--- config.mk ---
export PLATFORM = sky130hd
export DESIGN_NAME = prio_arbiter_rr
export DESIGN_NICKNAME = d
export VERILOG_FILES = /design/src/rtl/prio_arbiter_rr.sv
export SDC_FILE = /design/constraint.sdc
export NUM_CORES = 1
export LEC_CHECK = 0
export ABC_AREA = 1
export ABC_CLOCK_PERIOD_IN_PS = 1350
export BUFFER_PORTS_ARGS = -buffer_cell sky130_fd_sc_hd__buf_2
export CORE_UTILIZATION = 30
export CTS_CLUSTER_DIAMETER = 40
export DETAILED_ROUTE_END_ITERATION = 6
export PLACE_DENSITY = 0.62
export SLEW_MARGIN = 20
export SYNTH_ARGS = -nofsm -noshare
export SYNTH_HDL_FRONTEND = slang
export SYNTH_SLANG_ARGS = --single-unit
--- constraint.sdc ---
create_clock -name clk -period 1.35 [get_ports clk]
set_input_delay 0.0675 -clock clk [delete_from_list [all_inputs] [get_ports clk]]
set_output_delay 0.0675 -clock clk [all_outputs]
set_load 0.03 [all_outputs]
--- src/rtl/prio_arbiter_rr.sv ---
// N-way request arbiter with registered grant outputs.
// Selection is either fixed priority (highest index wins) or round-robin.
// A grant is held until ack, requester withdrawal, or an optional hold timeout.
// Every release is followed by exactly one idle cycle before the next grant.
module prio_arbiter_rr #(
  parameter  int unsigned N        = 8,
  parameter  int unsigned RR       = 0,
  parameter  int unsigned MAX_HOLD = 0,
  localparam int unsigned IW       = $clog2(N)
) (
  input  logic          clk,
  input  logic          rst_n,
  input  logic [N-1:0]  req,
  input  logic          ack,
  output logic          gnt_valid,
  output logic [IW-1:0] gnt_idx,
  output logic [N-1:0]  gnt_onehot
);

  localparam int unsigned CW = (MAX_HOLD == 0) ? 1 : $clog2(MAX_HOLD + 1);
  localparam logic [CW-1:0] HOLD_LAST = CW'((MAX_HOLD == 0) ? 0 : MAX_HOLD - 1);

  typedef enum logic {
    IDLE  = 1'b0,
    GRANT = 1'b1
  } state_t;

  state_t        state_q, state_d;
  logic          gnt_valid_q, gnt_valid_d;
  logic [IW-1:0] gnt_idx_q, gnt_idx_d;
  logic [N-1:0]  gnt_onehot_q, gnt_onehot_d;
  logic [CW-1:0] hold_cnt_q, hold_cnt_d;
  logic [IW-1:0] rr_ptr_q, rr_ptr_d;

  logic [IW-1:0] sel_idx;
  logic          hold_expired;
  logic          release_now;

  // Pick the winning request; later loop iterations overwrite earlier ones,
  // so the last candidate visited has the highest priority.
  always_comb begin
    sel_idx = '0;
    if (RR == 0) begin
      for (int unsigned i = 0; i < N; i++) begin
        if (req[i]) sel_idx = IW'(i);
      end
    end else begin
      // Visiting rr_ptr, rr_ptr+1, ... ends on rr_ptr-1, which therefore wins;
      // the just-granted line (rr_ptr) is visited first and is lowest priority.
      for (int unsigned j = 0; j < N; j++) begin
        int unsigned cand;
        cand = (32'(rr_ptr_q) + j) % N;
        if (req[cand]) sel_idx = IW'(cand);
      end
    end
  end

  // Release conditions while a grant is held; overlapping causes give one release.
  always_comb begin
    hold_expired = (MAX_HOLD != 0) && (hold_cnt_q == HOLD_LAST);
    release_now  = ack || !req[gnt_idx_q] || hold_expired;
  end

  // Next-state logic for the IDLE/GRANT controller and grant registers.
  always_comb begin
    state_d      = state_q;
    gnt_valid_d  = gnt_valid_q;
    gnt_idx_d    = gnt_idx_q;
    gnt_onehot_d = gnt_onehot_q;
    hold_cnt_d   = hold_cnt_q;
    rr_ptr_d     = rr_ptr_q;
    case (state_q)
      IDLE: begin
        gnt_valid_d  = 1'b0;
        gnt_onehot_d = '0;
        if (|req) begin
          state_d      = GRANT;
          gnt_valid_d  = 1'b1;
          gnt_idx_d    = sel_idx;
          gnt_onehot_d = N'(1) << sel_idx;
          hold_cnt_d   = '0;
          rr_ptr_d     = sel_idx;
        end
      end
      GRANT: begin
        if (release_now) begin
          state_d      = IDLE;
          gnt_valid_d  = 1'b0;
          gnt_onehot_d = '0;
          hold_cnt_d   = '0;
        end else if (hold_cnt_q != '1) begin
          hold_cnt_d = hold_cnt_q + 1'b1;
        end
      end
      default: begin
        state_d      = IDLE;
        gnt_valid_d  = 1'b0;
        gnt_onehot_d = '0;
        hold_cnt_d   = '0;
      end
    endcase
  end

  // State registers with synchronous active-low reset.
  always_ff @(posedge clk) begin
    if (!rst_n) begin
      state_q      <= IDLE;
      gnt_valid_q  <= 1'b0;
      gnt_idx_q    <= '0;
      gnt_onehot_q <= '0;
      hold_cnt_q   <= '0;
      rr_ptr_q     <= '0;
    end else begin
      state_q      <= state_d;
      gnt_valid_q  <= gnt_valid_d;
      gnt_idx_q    <= gnt_idx_d;
      gnt_onehot_q <= gnt_onehot_d;
      hold_cnt_q   <= hold_cnt_d;
      rr_ptr_q     <= rr_ptr_d;
    end
  end

  assign gnt_valid  = gnt_valid_q;
  assign gnt_idx    = gnt_idx_q;
  assign gnt_onehot = gnt_onehot_q;

endmodule

==> flow_metrics.tcl <==
set metrics [dict create \
    status "finished, final reports clean" \
    critPathKind "reg2reg" \
    cts-root-to-sink-buffers 2 \
    synth.yosys.warnings 0 \
    clock.fmax_mhz 886 \
    area_growth_syn_to_layout_pct 22.8 \
    post-route-min-period_ns 1.13 \
    timing.hold.worst.class "in2reg" \
    highest_layer "met4" \
    postCtsSetupBuffers 0 \
    place.gp.congestion 0.758 \
    routedWlPerCell_um 11.2 \
    clk_latency_ns 0.28 \
    initial_core_util 0.326 \
    total_die_area_mm2 0.00265 \
    timing.critical_path.required_ns 1.51 \
    final_layout_size_suffix_gt1_frac 0.385 \
    final_nets 134 \
    cts_made_buffers 3 \
    finalSetupViolCount 0 \
    clock_tree_from_tritoncts "built" \
    critical_path.reg2reg.startpoint "gnt_idx[0]$_SDFFE_PN0P_" \
    number_of_antenna_diodes 0 \
    vdd_ir_drop_max_mv 0.593 \
    hold_path_depth 3 \
    core.rowCount 17 \
    synth-seq-area-share 0.354 \
    slew-limit-headroom 0.778 \
    grt_pass1_wl_um 2970 \
    drtAntennaViolNets 0 \
    worst_setup_path_end_kind "flop" \
    power.density_mw_per_mm2 993 \
    clock_sink_count 13 \
    overflow 0 \
    ys_types 19 \
    wl_um 1680 \
    drt_first_iter_violations 8 \
    postSynthCellCount 97 \
    critical_path.startpoint_type "flop" \
    hpwl_um 1310 \
    slew_viol_final 0 \
    vias 713 \
    die_span_in_x_um 51.5 \
    reg2reg_depth 7 \
    regToRegEndpoint "gnt_onehot[0]$_SDFFE_PN0P_" \
    postLayoutCellArea_um2 902 \
    flip_flop_and_latch_count_after_synthesis 13 \
    reg2reg_setup_slack_ns 0.22 \
    first_pass_iters 4 \
    ctsRootBufferMaster "sky130_fd_sc_hd__clkbuf_4" \
    met2_wire_length_um 696 \
    met3_wirelength_um 90 \
    synth_area_um2 734 \
    grt_setup_unrepaired "no" \
    timing.final.crit_share 0.836 \
    initial_antenna_violation_count 0 \
    port_buffers 22 \
    die_h_um 51.5 \
    tns_ns 0 \
    total_leakage_power_nw 0.433 \
    cp_max_fanout 10 \
    ctsResizeCount 0 \
    cts.htree.levels 1 \
    hp-start "rst_n" \
    grt_use_total 0.147 \
    clk_transition_reported_paths_ns 0.08 \
    hold_end "gnt_idx[0]$_SDFFE_PN0P_" \
    core_area_mm2 0.00225 \
    route.detailed.drc 0 \
    top_level_ports 23 \
    grt_start_max_net_pins 12 \
    max-cap-violations 0 \
    tightestPinTransition_ns 0.332 \
    placed_area_um2 876 \
    syn-mean-instance-area_um2 7.57 \
    mappedNetlistNets 108 \
    final.setup_skew_ns 0.00290 \
    timing_hold_violations_final 0 \
    routed_via_density 4.75 \
    arrival_ns 1.29 \
    grt_pass1_vias 687 \
    routedLengthMet1_um 869 \
    cts_hold_buf 0 \
]
==> power by group <==
| group | internal (mW) | switching, mW | leakage, nW |
|---|---|---|---|
| clock | 0.115 | 0.128 | 0.0150 |
| sequential | 0.403 | 0.0173 | 0.107 |
| combinational | 0.0704 | 0.162 | 0.311 |
==> cell type report <==
class                           instances  area, um2
Multi-Input combinational cell         68        414
Tap cell                               28       35.0
Inverter                               15       56.3
Fill cell                             258       1350
Clock buffer                            4       26.3
Timing Repair Buffer                   22        110
Sequential cell                        13        260
==> kinds of logic (layout without fill, tap and decap cells) <==
group,count (synthesis),after routing,share of synthesized area
DFF,13,13,0.354
AOI/OAI and AO/OA,15,15,0.121
and+or+nand+nor,53,53,0.443
buffers and inverters,16,41,0.0818
==> Yosys cell counts <==
master | n | area, um2
sky130_fd_sc_hd__nand3_4 | 1 | 17.5
sky130_fd_sc_hd__o21ai_0 | 1 | 5.00
sky130_fd_sc_hd__inv_2 | 6 | 22.5
sky130_fd_sc_hd__dfxtp_1 | 13 | 260
sky130_fd_sc_hd__a211oi_2 | 1 | 12.5
sky130_fd_sc_hd__nand3_1 | 12 | 60.1
sky130_fd_sc_hd__nor3_2 | 1 | 10.0
sky130_fd_sc_hd__nand2_2 | 6 | 37.5
sky130_fd_sc_hd__nor2_1 | 1 | 3.75
sky130_fd_sc_hd__nand2_1 | 17 | 63.8
sky130_fd_sc_hd__o211ai_1 | 1 | 7.51
sky130_fd_sc_hd__nor2_4 | 3 | 33.8
sky130_fd_sc_hd__nor2_8 | 1 | 20.0
sky130_fd_sc_hd__a21oi_1 | 11 | 55.1
sky130_fd_sc_hd__inv_1 | 9 | 33.8
sky130_fd_sc_hd__clkbuf_1 | 1 | 3.75
sky130_fd_sc_hd__nand2_4 | 2 | 22.5
sky130_fd_sc_hd__nand4_1 | 9 | 56.3
sky130_fd_sc_hd__a21oi_2 | 1 | 8.76
==> metal layers <==
metal	global-route usage	up-vias
li1	-	378
met1	0.204	310
met2	0.227	22
met3	0.0268	3
met4	0.0450	0
met5	0	-
==> per-stage QoR <==
stage               hold slack [ns]  instances  power (mW)  setup WS [ns]   util
floorplan                     0.206         97       0.594          0.105      -
global placement              0.338        146       0.659          0.267  0.388
detailed placement            0.339        146       0.664          0.228  0.388
CTS                          0.0507        150       0.902          0.210  0.400
global route                 0.0495        150       0.946         0.0423  0.400
finish                       0.0482        150       0.895          0.221  0.400
==> how the worst max path moves through the flow <==
| stage | end | start | slack, ns | cells past startpoint |
|---|---|---|---|---|
| after floorplan | gnt_onehot[0]$_SDFFE_PN0P_ | gnt_idx[0]$_SDFFE_PN0P_ | 0.11 | 7 |
| after global placement | gnt_onehot[1]$_SDFFE_PN0P_ | gnt_idx[0]$_SDFFE_PN0P_ | 0.27 | 7 |
| after detailed placement | gnt_onehot[4]$_SDFFE_PN0P_ | gnt_idx[0]$_SDFFE_PN0P_ | 0.23 | 7 |
| after CTS | gnt_onehot[4]$_SDFFE_PN0P_ | gnt_idx[0]$_SDFFE_PN0P_ | 0.21 | 7 |
| after global routing | gnt_onehot[0]$_SDFFE_PN0P_ | gnt_idx[0]$_SDFFE_PN0P_ | 0.04 | 6 |
| final | gnt_onehot[0]$_SDFFE_PN0P_ | gnt_idx[0]$_SDFFE_PN0P_ | 0.22 | 7 |
==> state kept, by name (all words and copies together) (netlist names) <==
register	count
gnt_idx	3
state_q	1
gnt_valid	1
gnt_onehot	8
==> worst max-delay path, cell delays in order (launching register included) <==
cell,delay (ns)
sky130_fd_sc_hd__dfxtp_1,0.45
sky130_fd_sc_hd__inv_2,0.08
sky130_fd_sc_hd__nand2_1,0.07
sky130_fd_sc_hd__nand3_1,0.07
sky130_fd_sc_hd__nand2_2,0.09
sky130_fd_sc_hd__nand2_4,0.09
sky130_fd_sc_hd__nand4_1,0.10
sky130_fd_sc_hd__a21oi_1,0.06
==> placed cells by master (no fill, tap or decap), drive strengths merged <==
cell    synthesis  layout
nand2          25      25
buf             0      22
inv            15      15
dfxtp          13      13
nand3          13      13
a21oi          12      12
nand4           9       9
nor2            5       5
clkbuf          1       4
nor3            1       1
o21ai           1       1
a211oi          1       1
o211ai          1       1
Note: power is estimated with default switching activity, not from simulation.
